[config.mk]
export PLATFORM = sky130hd
export DESIGN_NAME = cplx_div_seq_flat
export DESIGN_NICKNAME = d
export VERILOG_FILES = /design/src/rtl/cplx_div_seq_if.sv /design/src/rtl/cplx_div_seq.sv /design/src/flat_wrapper.sv
export SDC_FILE = /design/constraint.sdc
export NUM_CORES = 1
export LEC_CHECK = 0
export ABC_AREA = 1
export CAP_MARGIN = 0
export CORE_MARGIN = 5
export CORE_UTILIZATION = 60
export CTS_CLUSTER_SIZE = 40
export DETAILED_ROUTE_END_ITERATION = 8
export GPL_TIMING_DRIVEN = 0
export PLACE_DENSITY = 0.83
export REMOVE_ABC_BUFFERS = 1
export SKIP_LAST_GASP = 1
export SLEW_MARGIN = 20
export SYNTH_ARGS = -nofsm -noshare
export SYNTH_HDL_FRONTEND = slang
export SYNTH_SLANG_ARGS = --single-unit
[constraint.sdc]
create_clock -name clk -period 12.7 [get_ports clk]
set_clock_uncertainty 0.1 [all_clocks]
set_input_delay 1.27 -clock clk [delete_from_list [all_inputs] [get_ports clk]]
set_output_delay 1.27 -clock clk [all_outputs]
set_load 0.1 [all_outputs]
[src/rtl/cplx_div_seq_if.sv]
// Handshake and operand/result bundle for the sequential Q4.4 complex divider.
interface cplx_div_seq_if;
  logic       start;
  logic [7:0] a;
  logic [7:0] aj;
  logic [7:0] b;
  logic [7:0] bj;
  logic [7:0] c;
  logic [7:0] cj;
  logic       busy;
  logic       done;
  logic       div0;

  modport master (
    output start, a, aj, b, bj,
    input  c, cj, busy, done, div0
  );

  modport slave (
    input  start, a, aj, b, bj,
    output c, cj, busy, done, div0
  );
endinterface

[src/rtl/cplx_div_seq.sv]
// Sequential Q4.4 complex divider: q = (a + j*aj) / (b + j*bj), 22-cycle latency,
// built from two 20-step restoring dividers sharing the divisor |b|^2 + |bj|^2.
module cplx_div_seq (
  input  logic           clk,
  input  logic           rst,
  cplx_div_seq_if.slave  bus
);

  typedef enum logic [1:0] {IDLE, SETUP, DIV, FIN} state_t;

  state_t             state_q, state_d;
  logic signed [7:0]  a_q, a_d, aj_q, aj_d, b_q, b_d, bj_q, bj_d;
  logic [15:0]        d_q, d_d;
  logic               sr_q, sr_d, si_q, si_d;
  logic [19:0]        dr_q, dr_d, di_q, di_d;
  logic [16:0]        rr_q, rr_d, ri_q, ri_d;
  logic [4:0]         cnt_q, cnt_d;
  logic [7:0]         c_q, c_d, cj_q, cj_d;
  logic               div0_q, div0_d, done_q, done_d;

  logic signed [15:0] p_ab, p_ajbj, p_ajb, p_abj, p_bb, p_bjbj;
  logic signed [16:0] nr, ni;
  logic [16:0]        mag_nr, mag_ni;
  logic [15:0]        d_calc;
  logic [17:0]        step_r, step_i;

  // One restoring step: returns {quotient bit, new remainder}.
  function automatic logic [17:0] div_step(input logic [16:0] rem, input logic msb,
                                           input logic [15:0] den);
    logic [17:0] trial;
    trial = {rem, msb};
    if (trial >= {2'b00, den})
      div_step = {1'b1, 17'(trial - {2'b00, den})};
    else
      div_step = {1'b0, 17'(trial)};
  endfunction

  function automatic logic [7:0] saturate(input logic [19:0] mag, input logic neg);
    if (neg)
      saturate = (mag >= 20'd128) ? 8'h80 : 8'(~mag[7:0] + 8'd1);
    else
      saturate = (mag > 20'd127) ? 8'h7F : mag[7:0];
  endfunction

  always_comb begin
    p_ab   = a_q * b_q;
    p_ajbj = aj_q * bj_q;
    p_ajb  = aj_q * b_q;
    p_abj  = a_q * bj_q;
    p_bb   = b_q * b_q;
    p_bjbj = bj_q * bj_q;
    nr     = {p_ab[15], p_ab} + {p_ajbj[15], p_ajbj};
    ni     = {p_ajb[15], p_ajb} - {p_abj[15], p_abj};
    mag_nr = nr[16] ? (~nr + 17'd1) : nr;
    mag_ni = ni[16] ? (~ni + 17'd1) : ni;
    d_calc = $unsigned(p_bb) + $unsigned(p_bjbj);
    step_r = div_step(rr_q, dr_q[19], d_q);
    step_i = div_step(ri_q, di_q[19], d_q);
  end

  always_comb begin
    state_d = state_q;
    a_d     = a_q;
    aj_d    = aj_q;
    b_d     = b_q;
    bj_d    = bj_q;
    d_d     = d_q;
    sr_d    = sr_q;
    si_d    = si_q;
    dr_d    = dr_q;
    di_d    = di_q;
    rr_d    = rr_q;
    ri_d    = ri_q;
    cnt_d   = cnt_q;
    c_d     = c_q;
    cj_d    = cj_q;
    div0_d  = div0_q;
    done_d  = 1'b0;

    case (state_q)
      IDLE: begin
        if (bus.start) begin
          a_d     = $signed(bus.a);
          aj_d    = $signed(bus.aj);
          b_d     = $signed(bus.b);
          bj_d    = $signed(bus.bj);
          state_d = SETUP;
        end
      end
      SETUP: begin
        // Pre-shift by 4 so the integer quotient lands directly in Q4.4 LSBs.
        d_d     = d_calc;
        sr_d    = nr[16];
        si_d    = ni[16];
        dr_d    = 20'({mag_nr, 4'b0000});
        di_d    = 20'({mag_ni, 4'b0000});
        rr_d    = '0;
        ri_d    = '0;
        cnt_d   = '0;
        state_d = DIV;
      end
      DIV: begin
        // Dividend registers double as quotient shift registers.
        rr_d  = step_r[16:0];
        ri_d  = step_i[16:0];
        dr_d  = {dr_q[18:0], step_r[17]};
        di_d  = {di_q[18:0], step_i[17]};
        cnt_d = cnt_q + 5'd1;
        if (cnt_q == 5'd19)
          state_d = FIN;
      end
      FIN: begin
        if (d_q == 16'd0) begin
          c_d    = 8'h00;
          cj_d   = 8'h00;
          div0_d = 1'b1;
        end else begin
          c_d    = saturate(dr_q, sr_q);
          cj_d   = saturate(di_q, si_q);
          div0_d = 1'b0;
        end
        done_d  = 1'b1;
        state_d = IDLE;
      end
      default: state_d = IDLE;
    endcase
  end

  always_ff @(posedge clk or posedge rst) begin
    if (rst) begin
      state_q <= IDLE;
      a_q     <= '0;
      aj_q    <= '0;
      b_q     <= '0;
      bj_q    <= '0;
      d_q     <= '0;
      sr_q    <= 1'b0;
      si_q    <= 1'b0;
      dr_q    <= '0;
      di_q    <= '0;
      rr_q    <= '0;
      ri_q    <= '0;
      cnt_q   <= '0;
      c_q     <= '0;
      cj_q    <= '0;
      div0_q  <= 1'b0;
      done_q  <= 1'b0;
    end else begin
      state_q <= state_d;
      a_q     <= a_d;
      aj_q    <= aj_d;
      b_q     <= b_d;
      bj_q    <= bj_d;
      d_q     <= d_d;
      sr_q    <= sr_d;
      si_q    <= si_d;
      dr_q    <= dr_d;
      di_q    <= di_d;
      rr_q    <= rr_d;
      ri_q    <= ri_d;
      cnt_q   <= cnt_d;
      c_q     <= c_d;
      cj_q    <= cj_d;
      div0_q  <= div0_d;
      done_q  <= done_d;
    end
  end

  assign bus.c    = c_q;
  assign bus.cj   = cj_q;
  assign bus.div0 = div0_q;
  assign bus.done = done_q;
  assign bus.busy = (state_q != IDLE);

endmodule
[src/flat_wrapper.sv]
// flat-port wrapper written by rule: the top's interface ports become plain ports
module cplx_div_seq_flat 
  (clk, rst, bus_start, bus_a, bus_aj, bus_b, bus_bj, bus_c, bus_cj, bus_busy, bus_done, bus_div0);
  cplx_div_seq_if bus_i ();
  input  logic clk;
  input  logic rst;
  input wire logic [$bits(bus_i.start)-1:0] bus_start;
  input wire logic [$bits(bus_i.a)-1:0] bus_a;
  input wire logic [$bits(bus_i.aj)-1:0] bus_aj;
  input wire logic [$bits(bus_i.b)-1:0] bus_b;
  input wire logic [$bits(bus_i.bj)-1:0] bus_bj;
  output wire logic [$bits(bus_i.c)-1:0] bus_c;
  output wire logic [$bits(bus_i.cj)-1:0] bus_cj;
  output wire logic [$bits(bus_i.busy)-1:0] bus_busy;
  output wire logic [$bits(bus_i.done)-1:0] bus_done;
  output wire logic [$bits(bus_i.div0)-1:0] bus_div0;
  assign bus_i.start = bus_start;
  assign bus_i.a = bus_a;
  assign bus_i.aj = bus_aj;
  assign bus_i.b = bus_b;
  assign bus_i.bj = bus_bj;
  assign bus_c = bus_i.c;
  assign bus_cj = bus_i.cj;
  assign bus_busy = bus_i.busy;
  assign bus_done = bus_i.done;
  assign bus_div0 = bus_i.div0;
  cplx_div_seq u_core (.clk(clk), .rst(rst), .bus(bus_i));
endmodule
==> results of run 1 <==
==> layout by cell type, fill, tap and decap left out, types with 3 or more instances in the layout <==
cell type,n
inv_6,6
clkinv_2,3
o21bai_1,12
o21ai_2,4
o21ai_0,81
nand2_1,772
inv_1,904
nor3_1,13
fa_1,398
nand3_1,130
dfrtp_2,13
xor2_1,48
clkdlybuf4s50_1,53
o21ai_1,16
inv_8,3
o22ai_1,33
a21o_1,8
and2_1,6
a32o_1,5
ha_1,199
clkbuf_16,17
nand3b_1,14
a21oi_1,92
nand4_1,42
or2_2,8
nor4_1,6
mux2_2,22
a31oi_1,9
o211ai_1,24
dfrtp_1,136
xnor2_1,28
nand2_2,6
nor2_1,137
==> worst max path at each step <==
stage	end	depth (start not counted)
floorplan	u_core.dr_q[7]	23
detailed placement	u_core.dr_q[5]	22
global placement	u_core.aj_q[0]	2
finish	u_core.dr_q[5]	22
CTS	u_core.dr_q[5]	22
global route	u_core.di_q[16]	23
==> layer usage <==
layer,vias up,routed length [um],global-route usage (%),part of all wire [%]
met4,0,2530,10.8,4.3
met2,596,29500,46.6,50
met3,175,3410,4.55,5.8
met5,-,0,0,0
met1,10000,23500,33.4,40
li1,9757,-,-,-
==> worst max-delay path, delay by kind of cell, from the launching register on <==
family,cells,cell delay [ns]
buf+inv,5,1.25
fa+ha+maj,7,3.45
simple gates,7,1.66
flops,1,0.73
compound gates,3,0.64
==> area by class of cell <==
type	count	area (um^2)
clock buffer	19	433
tap	539	674
fill	3551	15100
multi-input combinational	2133	17800
timing repair buffer	56	598
sequential	149	3740
inverter	910	3430
clock inverter	13	113
==> logic make-up after synthesis <==
family | synth area share [%]
and+or+nand+nor | 18.5
muxes | 0.973
DFF | 14.6
adders and majority gates | 41.1
AOI/OAI and AO/OA | 6.80
buffers and inverters | 15.3
xor gates and xnor gates | 2.61
==> per-stage QoR <==
| stage | instance area (um^2) | hold WS (ns) | cells |
|---|---|---|---|
| 2_1_floorplan | 25000 | 0.365 | 3192 |
| 3_3_place_gp | 26200 | 0.364 | 3784 |
| 3_5_place_dp | 26300 | 0.373 | 3787 |
| 4_1_cts | 26800 | 0.391 | 3819 |
| 5_1_grt | 26800 | 0.420 | 3819 |
| 6_report | 26800 | 0.390 | 3819 |
==> sequential cells by signal, indices dropped and copies added, names as in the netlist, 16 cells and up <==
name,cells
u_core.dr_q,20
u_core.d_q,16
u_core.di_q,20
u_core.ri_q,17
u_core.rr_q,17
==> run metrics, run 1 <==
gpl congestion between 0.9 and 1; CTS resizes 0; share of cells above drive strength 1 3.05%; Die Area between 40000 and 50000 um^2; Layout area overhead 5.37%; Cell variety after synth 48; Slew HR 23.4%; Final WS setup 4.73 ns; EDFF count, synth 0; Post-CTS Setup Bufs 0; Inserted Clock Buffers 17; via count 20500; Final Hold Viols 0; Cells after Synth roughly 3300; post-synthesis average cell area 7.69 um^2; Critical Path AT 8.22 ns; Async SR Flop Fraction 100%; Worst path slowest cell clkinv_1; overall die width 216 um; min Tclk post-route 7.97 ns; CTS tree done; most numerous cell on the critical path fa_1; Setup crit end kind flip-flop; Worst-path clk slew 0.07 ns; synth warn 0; RSZ-0062 raised after global routing false; worst hold start u_core.bus.c[3]; Initial DRC Count approximately 1500; most common cell in the netlist inv_1; status finished, final reports clean; vias per inst 5.38; Final nets 3900; row count 75; register area share after synthesis 14.6%; crit share post-route 62.7%; Hold Buf Count CTS 0; Detail Route Antenna Nets 0; FMAX between 0.1 and 0.15 GHz; Critical Path, Cell by Cell clkinv_1, or2_2, fa_1, fa_1, inv_1, fa_1, fa_1, fa_1, inv_1, fa_1, inv_1, ha_1, nand2_1, nor2_1, nand2_1, nand3_1, inv_1, o21ai_1, nand3b_1, nand2_2, o21ai_0, o21bai_1; Worst-Margin Slew roughly 1.1 ns; hold path depth 2; TritonCTS Sinks around 150; detailed placement HPWL around 45 mm; dpl ws 5.30 ns; area share of the largest cell type after synthesis 31.3%; largest net degree at the start of global routing 99; initial antenna violation count 0; Worst setup startpoint u_core.b_q[7]; Setup violations, final 0; Max FO, Critical Path 28; clk buf depth 2; most area-consuming cells after synthesis fa_1 31%, dfrtp_1 15%, inv_1 13%, nand2_1 11%, ha_1 9.8%; number of diodes 0; final WL 58.9 mm; class of the worst hold path reg -> reg; H-tree Lvls 4; Core ar. around 42000 um^2; Synth Cell Area 25500 um^2; R2R setup slack 4.73 ns; commonest cells in the netlist 906 x inv_1, 774 x nand2_1, 398 x fa_1; Initial Util 60.7%; delay of the slowest critical-path stage 1.04 ns; crit start category flip-flop; number of global-route vias before repair 21600; reg-to-reg endpoint u_core.dr_q[5]; DRC viols 0; Setup TNS 0 ns; Synth area leader fa_1; flop and latch count out of synthesis about 150; RR Startpoint u_core.b_q[7]; first-pass detailed-route iteration total 5; Finished Core Util a little under two thirds; Root Buffer Master clkbuf_16; Hold Path Sink u_core.bus.c[3]; DR WL/cell 15.4 um; Reg2Reg Depth 22; WS Path Type reg -> reg; Slew Viols, Final 0; Main synth FF type dfrtp_1; num ports 54; GR Overflow Total 0; port bufs between 50 and 60; max cap viols 0; worst skew pair latency 0.50 ns; global-route wire length before repair 103 mm; Total Routing Usage GR 26.8%; Data required, critical path 12.96 ns; die height 216 um
Power of run 1 is left out: the tool's default activity adds up to more than one toggle a clock period on the data nets, which glitch-free logic cannot reach.
==> run 2: changes to the inputs <==
--- a/config.mk
+++ b/config.mk
@@ -8,11 +8,11 @@
 export ABC_AREA = 1
 export CAP_MARGIN = 0
 export CORE_MARGIN = 5
-export CORE_UTILIZATION = 60
+export CORE_UTILIZATION = 59
 export CTS_CLUSTER_SIZE = 40
 export DETAILED_ROUTE_END_ITERATION = 8
 export GPL_TIMING_DRIVEN = 0
-export PLACE_DENSITY = 0.83
+export PLACE_DENSITY = 0.85
 export REMOVE_ABC_BUFFERS = 1
 export SKIP_LAST_GASP = 1
 export SLEW_MARGIN = 20
==> constraint.sdc (replaced) <==
create_clock -name clk -period 7.1 [get_ports clk]
set_clock_uncertainty 0.1 [all_clocks]
set_input_delay 0.71 -clock clk [delete_from_list [all_inputs] [get_ports clk]]
set_output_delay 0.71 -clock clk [all_outputs]
set_load 0.1 [all_outputs]
==> run 2 against run 1 <==
- core utilization down 0.96 points
- worst setup slack worse by 4.4 ns
- critical endpoint is now u_core.di_q[8]
- final cell count up 1.3%
==> run metrics, run 2 (synthesis gave the netlist of run 1 again) <==
Root Buffer Master clkbuf_16; Slew Viols, Final 0; first-pass detailed-route iteration total 6; initial antenna violation count 0; Setup crit end kind flip-flop; CTS tree done; Final Hold Viols 0; via count 20700; DR WL/cell 15.4 um; Critical Path AT around 7.1 ns; global-route wire length before repair just over 100 mm; Finished Core Util between 60% and 70%; Worst-path clk slew 0.07 ns; Initial Util 59.4%; row count 76; Max FO, Critical Path 12; Initial DRC Count 1309; RSZ-0062 raised after global routing false; WS Path Type reg -> reg; worst skew pair latency 0.49 ns; final instance area 27000 um^2; Setup violations, final 0; crit start category flip-flop; Hold Slack between 0.3 and 0.4 ns; Cell Area, Placed about 26000 um^2; Die Area 47400 um^2; number of global-route vias before repair 21900; number of diodes 0; H-tree Lvls 4; class of the worst hold path reg -> reg; overall die width 218 um; final WL 59.8 mm; TritonCTS Sinks 149; vias per inst 5.35; Regs by FF count u_core.di_q (20), u_core.dr_q (20); Data required, critical path 7.42 ns; DRC viols 0; most frequent cells in the layout 904 x inv_1, 772 x nand2_1, 398 x fa_1; gpl congestion 0.937; Slew HR between 30 and 40%; clk buf depth 2; Final nets 3905; Layout area overhead 6.12%; Non-Filler Instances 3870; max cap viols 0; detailed placement HPWL roughly 46 mm; min Tclk post-route 6.74 ns; GR Overflow Total 0; num ports 54; R2R setup slack between 0.3 and 0.4 ns; largest net degree at the start of global routing between 70 and 80; Inserted Clock Buffers 17; most common cell after layout, fill and taps aside inv_1; Core ar. 42900 um^2; Detail Route Antenna Nets 0; dpl cells 3833; FMAX 0.148 GHz; port bufs 53; status finished, final reports clean; share of cells above drive strength 1 3.38%; Worst-Margin Slew around 1 ns; Total Routing Usage GR a little over a quarter; crit share post-route 95.0%; die height 218 um; Hold Buf Count CTS 0
[run 2: critical path, cell delays in order, from the launching register on]
cell	delay, ns
dfrtp_2	0.63
clkinvlp_4	0.15
buf_4	0.19
or2_2	0.30
fa_1	0.53
inv_1	0.05
fa_1	0.47
fa_1	0.53
fa_1	0.46
fa_1	0.56
inv_1	0.06
fa_1	0.53
inv_1	0.04
ha_1	0.38
nand2_1	0.14
inv_1	0.05
a21oi_1	0.31
o211ai_1	0.13
nor2_1	0.17
inv_1	0.08
nand2_1	0.07
nand2_1	0.28
o21ai_1	0.24
nand3_1	0.11
nand2_1	0.11
[run 2: layer usage]
metal	part of all wire [%]	global-route usage (%)
met5	0	0
met4	3.9	10.4
met3	6.2	4.58
met2	51	47.5
met1	39	32.6
[run 2: final timing paths]
kind                                     to             start  cells past startpoint
max reg2reg                  u_core.di_q[8]     u_core.b_q[7]                     24
min                        u_core.bus.cj[3]  u_core.bus.cj[3]                      2
max in group asynchronous    u_core.bj_q[1]               rst                      3
max                          u_core.di_q[8]     u_core.b_q[7]                     24
min reg2reg                u_core.bus.cj[3]  u_core.bus.cj[3]                      2
min in group asynchronous   u_core.di_q[17]               rst                      2
[run 2: final cells by class]
cell class	instances	area (um^2)
multi-input cells	2133	17900
fillers	3500	15900
flip-flops and latches	149	3760
inverters	910	3430
well taps	585	732
repair buffers	60	634
clock buffers	17	425
clock inverters	15	183
repair inverters	1	7.51
[run 2: per-stage QoR]
step,setup TNS (ns),setup WS [ns]
finish,0,0.356
global route,0,0.0149
CTS,0,0.0484
detailed placement,-5.47,-0.377
global placement,-42.67,-0.287
floorplan,0,0.976
[run 2: timing repair]
action | in CTS | in global routing
cloned | 1 | 0
setup endpoints to repair | 32 | 28
setup buffers | 0 | 3
gates resized for setup | 3 | 11
Power of run 2 is left out for the same reason.
